File: config.mk
export PLATFORM = sky130hd
export DESIGN_NAME = serial_adder_fsm
export DESIGN_NICKNAME = d
export VERILOG_FILES = /design/src/rtl/serial_adder_pkg.sv /design/src/rtl/full_adder_bit.sv /design/src/rtl/serial_adder_fsm.sv
export SDC_FILE = /design/constraint.sdc
export NUM_CORES = 1
export LEC_CHECK = 0
export BUFFER_PORTS_ARGS = -buffer_cell sky130_fd_sc_hd__buf_2
export CORE_AREA = 2 2 71 73
export CTS_CLUSTER_SIZE = 10
export DETAILED_ROUTE_END_ITERATION = 8
export DIE_AREA = 0 0 73 75
export GPL_TIMING_DRIVEN = 0
export MAX_ROUTING_LAYER = met4
export PLACE_DENSITY = 0.66
export SKIP_LAST_GASP = 1
export SYNTH_ARGS = -nofsm -noshare
export SYNTH_HDL_FRONTEND = slang
export SYNTH_SLANG_ARGS = --single-unit
File: constraint.sdc
create_clock -name CLK -period 1.3 [get_ports CLK]
set_clock_uncertainty 0.05 [all_clocks]
set_input_delay 0.065 -clock CLK [delete_from_list [all_inputs] [get_ports CLK]]
set_output_delay 0.065 -clock CLK [all_outputs]
set_load 0.005 [all_outputs]
File: src/rtl/serial_adder_pkg.sv
// Shared definitions for the bit-serial adder/subtractor: FSM state
// encodings and the default operand width.
package serial_adder_pkg;

   localparam int unsigned DEF_WIDTH = 8;

   typedef enum logic [1:0] {
      IDLE = 2'b00,
      RUN  = 2'b01,
      DONE = 2'b10
   } state_t;

endpackage : serial_adder_pkg

File: src/rtl/full_adder_bit.sv
// One-bit combinational full adder used by the serial datapath.
// Ports:
//   a, b : operand bits
//   ci   : carry in
//   s    : sum bit
//   co   : carry out
module full_adder_bit (
   input  logic a,
   input  logic b,
   input  logic ci,
   output logic s,
   output logic co
);

   assign s  = a ^ b ^ ci;
   assign co = (a & b) | (ci & (a ^ b));

endmodule : full_adder_bit

File: src/rtl/serial_adder_fsm.sv
// Bit-serial adder/subtractor. One operand bit per cycle, LSB first,
// through a single full adder with a registered carry between bits.
// Ports:
//   CLK, NRST    : clock and asynchronous active-low reset
//   start        : launch an operation (accepted in IDLE or DONE)
//   rst          : synchronous abort, returns to IDLE and clears results
//   mode_sub     : 0 = A + B + CIN, 1 = A - B (CIN ignored)
//   CIN          : carry-in for add mode
//   A, B         : operands, sampled on the accepting edge
//   S, COUT, OVF : registered result, carry/not-borrow, signed overflow
//   busy         : high while the operation is in RUN
//   done         : one-cycle pulse when the result is loaded
module serial_adder_fsm
   import serial_adder_pkg::*;
#(
   parameter int unsigned WIDTH = DEF_WIDTH,
   parameter int unsigned CNT_W = $clog2(WIDTH)
) (
   input  logic             CLK,
   input  logic             NRST,
   input  logic             start,
   input  logic             rst,
   input  logic             mode_sub,
   input  logic             CIN,
   input  logic [WIDTH-1:0] A,
   input  logic [WIDTH-1:0] B,
   output logic [WIDTH-1:0] S,
   output logic             COUT,
   output logic             OVF,
   output logic             busy,
   output logic             done
);

   state_t             state, state_nxt;
   logic [WIDTH-1:0]   a_q, a_nxt;
   logic [WIDTH-1:0]   b_q, b_nxt;
   logic [WIDTH-1:0]   sh_q, sh_nxt;
   logic [CNT_W-1:0]   cnt_q, cnt_nxt;
   logic               carry_q, carry_nxt;
   logic [WIDTH-1:0]   s_nxt;
   logic               cout_nxt, ovf_nxt, busy_nxt, done_nxt;
   logic               fa_s, fa_co;
   logic               last_bit_c;

   // Single bit slice; operands are shifted right so bit 0 is always current.
   full_adder_bit u_fa (
      .a  (a_q[0]),
      .b  (b_q[0]),
      .ci (carry_q),
      .s  (fa_s),
      .co (fa_co)
   );

   assign last_bit_c = (cnt_q == CNT_W'(WIDTH - 1));

   // State and datapath registers.
   always_ff @(posedge CLK or negedge NRST) begin
      if (!NRST) begin
         state   <= IDLE;
         a_q     <= '0;
         b_q     <= '0;
         sh_q    <= '0;
         cnt_q   <= '0;
         carry_q <= 1'b0;
         S       <= '0;
         COUT    <= 1'b0;
         OVF     <= 1'b0;
         busy    <= 1'b0;
         done    <= 1'b0;
      end else begin
         state   <= state_nxt;
         a_q     <= a_nxt;
         b_q     <= b_nxt;
         sh_q    <= sh_nxt;
         cnt_q   <= cnt_nxt;
         carry_q <= carry_nxt;
         S       <= s_nxt;
         COUT    <= cout_nxt;
         OVF     <= ovf_nxt;
         busy    <= busy_nxt;
         done    <= done_nxt;
      end
   end

   // Next-state and datapath next values.
   always_comb begin
      state_nxt = state;
      a_nxt     = a_q;
      b_nxt     = b_q;
      sh_nxt    = sh_q;
      cnt_nxt   = cnt_q;
      carry_nxt = carry_q;
      s_nxt     = S;
      cout_nxt  = COUT;
      ovf_nxt   = OVF;

      if (rst) begin
         state_nxt = IDLE;
         a_nxt     = '0;
         b_nxt     = '0;
         sh_nxt    = '0;
         cnt_nxt   = '0;
         carry_nxt = 1'b0;
         s_nxt     = '0;
         cout_nxt  = 1'b0;
         ovf_nxt   = 1'b0;
      end else begin
         unique case (state)
            IDLE, DONE: begin
               if (start) begin
                  // Subtraction is A + ~B + 1.
                  state_nxt = RUN;
                  a_nxt     = A;
                  b_nxt     = mode_sub ? ~B : B;
                  carry_nxt = mode_sub ? 1'b1 : CIN;
                  cnt_nxt   = '0;
               end else begin
                  state_nxt = IDLE;
               end
            end
            RUN: begin
               a_nxt     = {1'b0, a_q[WIDTH-1:1]};
               b_nxt     = {1'b0, b_q[WIDTH-1:1]};
               sh_nxt    = {fa_s, sh_q[WIDTH-1:1]};
               carry_nxt = fa_co;
               cnt_nxt   = cnt_q + CNT_W'(1);
               if (last_bit_c) begin
                  // carry_q is the carry into the MSB, fa_co the carry out.
                  state_nxt = DONE;
                  cnt_nxt   = '0;
                  s_nxt     = {fa_s, sh_q[WIDTH-1:1]};
                  cout_nxt  = fa_co;
                  ovf_nxt   = carry_q ^ fa_co;
               end
            end
            default: state_nxt = IDLE;
         endcase
      end

      busy_nxt = (state_nxt == RUN);
      done_nxt = (state_nxt == DONE);
   end

endmodule : serial_adder_fsm

* After elaboration in Yosys (flattened, before gate mapping) *
Cells that the tools add are included.

word-level totals
  output and inout bits = 12
  input port bits = 22
  register bits after elaboration = 42
  logic and storage cells = 62

cells by class
  bitwise gates (word level) = 7
  equality and inequality tests = 6
  muxes and demuxes = 30
  reductions and logical operators = 7
  add/subtract/negate cells = 1

operators by type and width
  cell                                                                   number
  8-bit 2-to-1 mux                                                       10
  8-bit one-hot mux with 2 select lines                                  2
  1-bit 2-to-1 mux                                                       10
  3-bit 2-to-1 mux                                                       3
  8-bit inverter                                                         1
  3-bit one-hot mux with 2 select lines                                  1
  2-bit by 1-bit equality test with 1-bit output, second input constant  2
  2-bit equality test, second input constant                             2
  2-bit 2-to-1 mux                                                       2
  2-bit one-hot mux with 2 select lines                                  1
  2-bit AND reduction                                                    2
  2-bit nonzero test                                                     2
  3-bit by 1-bit adder with 3-bit output, second input constant          1
  3-bit equality test, second input constant                             1
  3-bit != test, second input constant                                   1
  3-bit nonzero test                                                     1
  1-bit bitwise XOR                                                      3
  1-bit bitwise AND                                                      2
  2-bit logical NOT                                                      1
  1-bit one-hot mux with 2 select lines                                  1
  2-bit OR reduction                                                     1
  1-bit bitwise OR                                                       1

* Logic depth before layout (Yosys ltp) *
Gate-level depths: netlist (run 1).

  depth after elaboration = 7
  gate-level depth with buffers = 6
  depth with buffers taken out = 5

* Modules after synthesis *
A second synthesis (run 1) with hierarchy kept.

unflattened totals
  cells, all modules = 206
  area total of the unflattened synthesis = 1961.9 µm²

by module, submodules not included
  module            cells each  area each (µm²)  times used  sequential area each (µm²)
  serial_adder_fsm  205         1941.9           1           1026.0
  full_adder_bit    1           20.0             1           0.0

* Worst setup path before layout (run 1) *
OpenSTA, ideal clock, no wires.

  path kind = register to register
  from = register carry_q
  to = register OVF
  setup time = 0.078 ns
  buffers on the path = 0
  stages on the path, launching flop included = 5
  clock period less this slack = 1.378 ns
  path slack = -0.078 ns
  arrival time = 1.250 ns
  data required time = 1.172 ns
  cells stage by stage = dfrtp_1 -> fa_1 -> xor2_1 -> nand3_1 -> a21oi_1

between the ends
  longest elaborated chain between the ends = 6

ends and longest elaborated chain
  item                    RTL line                 source
  from (decl)             serial_adder_fsm.sv:39   logic carry_q, carry_nxt;
  from (signal assigned)  serial_adder_fsm.sv:76   carry_q <= carry_nxt;
  1-bit bitwise AND       full_adder_bit.sv:16     assign co = (a & b) | (ci & (a ^ b));
  1-bit bitwise OR        full_adder_bit.sv:16
  1-bit bitwise XOR (*)   serial_adder_fsm.sv:133  ovf_nxt = carry_q ^ fa_co;
  1-bit 2-to-1 mux (*)    serial_adder_fsm.sv:127  if (last_bit_c) begin
  1-bit 2-to-1 mux (*)    serial_adder_fsm.sv:108  unique case (state)
  1-bit 2-to-1 mux (*)    serial_adder_fsm.sv:97   if (rst) begin
  to (signal assigned)    serial_adder_fsm.sv:79   OVF <= ovf_nxt;
  to (decl)               serial_adder_fsm.sv:29   output logic OVF,

Mark *: on every way between the ends. The rest lies on a longest branch, timed or not. The select of a mux whose other input is x is not followed.
A chain may end at the register's enable or synchronous reset.

* Worst setup path after layout (run 1) *
  from = register cnt_q[0]
  to = register S[0]

between the ends
  longest elaborated chain between the ends = 3

ends and longest elaborated chain
  item                           RTL line                source
  from (decl)                    serial_adder_fsm.sv:38  logic [CNT_W-1:0] cnt_q, cnt_nxt;
  from (signal assigned)         serial_adder_fsm.sv:75  cnt_q <= cnt_nxt;
  3-bit equality test            serial_adder_fsm.sv:54  assign last_bit_c = (cnt_q == CNT_W'(WIDTH - 1));
  2-bit nonzero test (no line)   --
  2-bit AND reduction (no line)  --
  to (signal assigned)           serial_adder_fsm.sv:77  S <= s_nxt;
  to (decl)                      serial_adder_fsm.sv:27  output logic [WIDTH-1:0] S,

No other way between the ends.

==> reports/metrics.csv, run 1 <==
metric;value;unit
Starting DRT DRC Count;57;
clock buffer depth;2;
Post-synth EDFFs;0;
switch share;24.7;%
crit path kind;reg2reg;
Synth top area share;50.5;%
Mean Syn Cell Area;11.7;um2
CP Launch Type;register;
Post-synth ARST share;100;%
final worst-path cycle share;107;%
setup violators final;28;
grt ovf;0;
Multi-input gate area;1020;um2
Synth cell types;28;
die height;75;um
Clock Latency Late Sink;0.30;ns
num ports;34;
power share of the combinational group;16.8;%
met1 Use GR;22.8;%
gr busiest metal;met2;
Worst R2R End;S[0];
Starting Density;43.6;%
Static Leak;1.24;nW
Max stage delay on crit path;0.40;ns
top cells by count, synth;dfrtp_1 (41), nand2_1 (24), a21oi_1 (19);
Cells after Synth;173;
routing usage on met2;26.0;%
synth top area cells;dfrtp_1 (50%), mux2i_1 (7.9%), o2bb2ai_2 (7.4%);
die area;5480;um2
worst setup path startpoint;cnt_q[0];
Rows;25;
CP max FO;5;
failing checks;negative setup slack;
clk sinks;41;
GPL Wtd Cong;0.780;
most numerous cell in the Yosys netlist;dfrtp_1;
Area Overhead vs Synth;33.7;%
share of cells above drive strength 1;47.8;%
worst slew pin tran;0.613;ns
critical path endpoint category;register;
clock power share;39.2;%
Critical Path RT;1.47;ns
pin count of the biggest net entering global routing;42;
FF+latch area;1030;um2
Sequential Power Share;44.0;%
number of antenna diodes;0;
number of synthesized register bits;41;
ANT nets after route;0;
cell internal pwr;0.00237;W
fillers;395;
Syn Nets;198;
Via Count;1503;
Synth area leader;dfrtp_1;
crit-path cells;ha_2 > ha_4 > nand3b_1 > buf_6 > nand2_1 > a21oi_1;
Critical path buffers and inverters;1;
CTS tree;done;
final hold vios;0;
final WL;4380;um
first-pass GRT wire length;6970;um
core area;4660;um2
register area share after synthesis;50.5;%
GRT Overall Usage;17.4;%
port bufs;31;
total power draw;0.00314;W
Min Clock Period, post-route;1.39;ns
worst slack, placed;-0.202;ns
CTS clk-pin slew, worst paths;0.08;ns
maximum VDD drop;0.000712;V
Die W;73;um
pins over their slew limit;0;
CTS root buf;clkbuf_8;
unrepaired setup endpoints after global routing;true;
max_slew headroom;59.2;%
DP Wirelength;2670;um
CTS H-tree depth;2;
Critical Path AT;1.56;ns
drt first pass iters;4;
Setup crit end;S[0];
met3 Use GR;4.15;%
critical path depth;6;
Num CTS Buffers;5;
initial antenna violation count;0;
Hold Crit Class;in2reg;
Worst Slack Setup Final;-0.0898;ns
cell count of the worst reg-to-reg path;6;
Post-Syn Area;2030;um2
Vias/cell;5.29;
critical path's top delay family;flip-flops;
f_max;720;MHz
number of global-route vias before repair;1501;
routed len/inst;15.4;um
CP max stage cell;dfrtp_1;
top_reg_cell synth;dfrtp_1;
Max Cap Viol;0;
drc violations;0;
status;finished, violations left;
nets@finish;254;
Reg2Reg Launch Point;cnt_q[0];
pwr dens;1160;nW/um2
Ys Warns;0;
Psw;0.000775;W
R2R setup slack;-0.09;ns
[routing by layer]
metal,up-vias,part of all wire (%)
met1,751,47
met4,0,2.4
li1,717,-
met3,9,2.7
met2,26,48
met5,-,0
[layout by cell type, fill, tap and decap left out, drive strengths merged]
| cell type | count |
|---|---|
| a22o | 3 |
| bufinv | 2 |
| o2bb2ai | 15 |
| o21a | 1 |
| a21oi | 19 |
| xor2 | 8 |
| dfrtp | 41 |
| nor3 | 3 |
| inv | 1 |
| ha | 2 |
| xnor2 | 1 |
| nand2b | 1 |
| dlygate4sd3 | 1 |
| or2 | 1 |
| a211o | 1 |
| mux2i | 16 |
| buf | 56 |
| o21bai | 1 |
| nor2b | 2 |
| clkinv | 1 |
| nor2 | 6 |
| nand2 | 24 |
| nand3 | 12 |
| nand3b | 1 |
| clkbuf | 10 |
| fa | 1 |
[stage by stage]
| step | util [%] | hold slack (ns) | cell area (um2) | TNS (ns) | instances |
|---|---|---|---|---|---|
| 5_1_grt | 58.3 | 0.0247 | 2720 | -3.54 | 284 |
| 2_1_floorplan | - | -0.281 | 2040 | -0.0374 | 173 |
| 4_1_cts | 54.8 | 0.0154 | 2560 | -1.28 | 280 |
| 3_3_place_gp | 48.5 | 0.202 | 2260 | -3.36 | 258 |
| 3_5_place_dp | 48.5 | 0.205 | 2260 | -3.36 | 258 |
| 6_report | 58.3 | 0.00889 | 2720 | -1.58 | 284 |
[worst register-to-register path, delay by kind of cell (launching register included)]
kind                       cells  cell delay [ns]
and+or+nand+nor                2             0.21
DFF                            1             0.40
AOI/OAI and AO/OA              1             0.11
buffers and inverters          1             0.16
adders and majority gates      2             0.38
[flip-flops by register name (all words and copies together), names as in the netlist]
| name | count |
|---|---|
| done | 1 |
| b_q | 8 |
| busy | 1 |
| OVF | 1 |
| S | 8 |
| carry_q | 1 |
| a_q | 8 |
| state | 2 |
| COUT | 1 |
| cnt_q | 3 |
| sh_q | 7 |
[cell families after synthesis]
kind of cell             Yosys count  share of synthesized area, %
AO/OA/AOI/OAI                     40                          17.2
flip-flops                        41                          50.5
multiplexers                      16                          7.88
adder cells (fa/ha/maj)            3                          2.22
buffers and inverters             14                          6.16
XOR/XNOR                           9                          3.88
AND/OR/NAND/NOR                   50                          12.1
[final cells by class]
type                            count  area share (%)
Multi-Input combinational cell    118            37.5
Tap cell                           54            2.49
Timing Repair Buffer               50            12.7
Clock inverter                      3            2.40
Inverter                            1           0.138
Buffer                             12            4.47
Sequential cell                    41            37.8
Clock buffer                        5            2.53
[timing repair]
item	4_1_cts	5_1_grt
endpoints found under the setup margin	27	38
setup buffers	12	4
pin swaps	7	12
hold buffers	1	0
gates resized for setup	13	28
gates cloned	1	1
hold endpoints to repair	41	0
[how the worst min path moves through the flow]
stage | startpoint | endpoint | slack (ns) | cells after the start
floorplan | NRST | COUT | -0.28 | 0
global placement | NRST | S[5] | 0.20 | 1
detailed placement | NRST | S[4] | 0.20 | 1
CTS | A[1] | a_q[1] | 0.02 | 3
global route | A[4] | a_q[4] | 0.02 | 3
finish | A[0] | a_q[0] | 0.009 | 3
[power groups by stage]
stage / Clock (W) / Combinational [W] / Sequential (W)
final: 0.00123 / 0.000528 / 0.00138
after global routing: 0.00129 / 0.000571 / 0.00139
after floorplan: 0 / 0.000294 / 0.00139
after detailed placement: 0 / 0.000407 / 0.00140
after global placement: 0 / 0.000399 / 0.00140
after CTS: 0.00125 / 0.000465 / 0.00138
No activity file was read; power rests on OpenSTA's default activity.
==> inputs of run 2 (changes only) <==
- BUFFER_PORTS_ARGS: -buffer_cell sky130_fd_sc_hd__buf_2 -> not set
- DONT_BUFFER_PORTS: not set -> 1
- PLACE_DENSITY: 0.66 -> not set
- SKIP_LAST_GASP: 1 -> not set
==> run 2 against run 1 <==
The flow still finishes with violations (negative setup slack). Largest cell class unchanged. Die area did not move. First-iteration DRC count grew 26%. Critical path depth stayed put. Clock power down 35%. Core utilization down 3.4 points. Critical path type unchanged. Wire length shrank 1.0%. Count of clock-buffer cells in the layout up 1. Combinational power decreased by 5.5%. Fmax decreased by 1.1%. Worst hold slack worse by 0.0069 ns.
==> reports/metrics.csv, run 2 (synthesized netlist as in run 1, its figures left out) <==
metric;value;unit;change
number of antenna diodes;0;;unchanged
Min Clock Period, post-route;1.41;ns;+0.0156 ns
most common cell after layout, fill and taps aside;dfrtp_1;;
Clock Latency Late Sink;0.29;ns;about the same
Critical Path RT;1.47;ns;about the same
core area;4660;um2;unchanged
initial antenna violation count;0;;unchanged
Worst R2R End;S[2];;
cell internal pwr;0.00196;W;-17%
Reg2Reg Launch Point;cnt_q[0];;
status;finished, violations left;;
first-pass GRT wire length;7110;um;+2.1%
GPL Wtd Cong;0.756;;-3.1%
CP max FO;5;;unchanged
hold_ws;0.00200;ns;-0.00689 ns
Area Overhead vs Synth;25.9;%;
Rows;25;;unchanged
Starting Density;43.6;%;unchanged
power share of the combinational group;18.6;%;+1.8 points
CTS tree;done;;
nets@finish;229;;-9.8%
Max Cap Viol;0;;unchanged
DP Wirelength;2740;um;+2.4%
final WL;4340;um;-1.0%
num ports;34;;unchanged
total negative slack;-2.01;ns;-0.433 ns
Worst Slack Setup Final;-0.105;ns;-0.0156 ns
CTS clk-pin slew, worst paths;0.08;ns;about the same
Static Leak;1.12;nW;-10%
worst setup path startpoint;cnt_q[0];;
R2R setup slack;-0.11;ns;-0.02 ns
Die W;73;um;unchanged
clock buffer depth;2;;unchanged
Vias/cell;5.46;;+3.2%
clock power share;29.8;%;-9.4 points
drt first pass iters;4;;unchanged
Num CTS Buffers;5;;unchanged
ANT nets after route;0;;unchanged
failing checks;negative setup slack;;
share of cells above drive strength 1;35.6;%;-12 points
Starting DRT DRC Count;72;;+26%
total power draw;0.00268;W;-15%
setup violators final;27;;-3.6%
most frequent cells in the layout;dfrtp_1 (40), nand2_1 (21), o2bb2ai_2 (14), mux2i_1 (12), nand3_1 (12);;
maximum VDD drop;0.000593;V;-17%
routed len/inst;16.7;um;+8.6%
switch share;27.0;%;+2.4 points
crit path kind;reg2reg;;
grt ovf;0;;unchanged
pin count of the biggest net entering global routing;42;;unchanged
die area;5480;um2;unchanged
port bufs;0;;-100%
die height;75;um;unchanged
CTS H-tree depth;2;;unchanged
CTS root buf;clkbuf_8;;
CP Launch Type;register;;
pwr dens;1050;nW/um2;-9.3%
final hold vios;0;;unchanged
biggest regs;S x8, a_q x8, b_q x8;;
Critical Path AT;1.57;ns;about the same
worst slew pin tran;0.571;ns;-0.0417 ns
clk sinks;41;;unchanged
pins over their slew limit;0;;unchanged
GRT Overall Usage;17.8;%;+0.37 points
fillers;406;;+2.8%
max_slew headroom;61.9;%;+2.8 points
Setup crit end;S[2];;
Hold Crit Class;in2reg;;
cell count of the worst reg-to-reg path;6;;unchanged
drc violations;0;;unchanged
final worst-path cycle share;108;%;+1.2 points
Via Count;1415;;-5.9%
number of global-route vias before repair;1514;;+0.87%
critical path endpoint category;register;;
Sequential Power Share;51.6;%;+7.6 points
unrepaired setup endpoints after global routing;true;;
Psw;0.000725;W;-6.5%
f_max;712;MHz;-1.1%
-- run 2: changes by cell type in the layout (fill, tap and decap cells not counted), moves of 3 or more --
cell,change
o2bb2ai_1,-4
dlygate4sd3_1,+8
mux2i_2,-3
mux2i_1,+4
o2bb2ai_2,+4
buf_4,-4
buf_6,+3
buf_2,-30
-- run 2: cell type report --
cell class                      instances  area (um2)  share of cell area, %
Timing Repair Buffer                   24         234                   9.15
Clock inverter                          2        10.0                  0.391
Sequential cell                        41        1030                   40.2
Clock buffer                            6        72.6                   2.84
Multi-Input combinational cell        118        1010                   39.5
Inverter                                1        3.75                  0.147
Buffer                                 13         133                   5.19
Tap cell                               54        67.6                   2.64
-- run 2: layer usage --
layer  GRT usage, %  part of all wire [%]
met3           4.28                   3.6
met4           6.17                   1.6
met1           22.5                    45
met2           28.0                    50
met5              -                     0
-- run 2: critical path, cell delays in order (launching register included) --
cell and delay, ns:
dfrtp_1 0.40, ha_2 0.21, ha_4 0.17, nand3b_1 0.16
buf_6 0.16, nand2_1 0.06, a21oi_2 0.11
-- run 2: timing repair --
item	CTS	global route
pin swaps	7	8
setup endpoints to repair	23	37
buffers inserted	12	1
cloned	1	0
gates resized for setup	19	19
hold buffers	10	0
endpoints found under the hold margin	49	0
-- run 2: power by group through the flow --
stage                     clock, W  sequential, W  combinational [W]
final                     0.000800        0.00139           0.000499
after global routing      0.000877        0.00139           0.000543
after CTS                 0.000819        0.00138           0.000470
after detailed placement         0        0.00141           0.000348
after global placement           0        0.00140           0.000339
after floorplan                  0        0.00139           0.000294
-- run 2: how the worst min path moves through the flow --
stage               from     end  slack [ns]  cells past startpoint
CTS                 B[6]  b_q[6]      0.0001                      3
finish              B[6]  b_q[6]       0.002                      3
global placement    NRST    S[5]       -0.28                      0
floorplan           NRST    COUT       -0.28                      0
detailed placement  NRST    S[4]       -0.28                      0
global route        B[6]  b_q[6]        0.03                      3
-- run 2: through the flow --
| stage | utilization, % | setup WS [ns] | instance area (um2) | cells |
|---|---|---|---|---|
| 6_report | 54.9 | -0.105 | 2560 | 259 |
| 5_1_grt | 54.9 | -0.165 | 2560 | 259 |
| 4_1_cts | 53.0 | -0.0894 | 2470 | 258 |
| 3_5_place_dp | 45.2 | -0.281 | 2100 | 227 |
| 3_3_place_gp | 45.2 | -0.185 | 2100 | 227 |
| 2_1_floorplan | - | -0.00376 | 2040 | 173 |
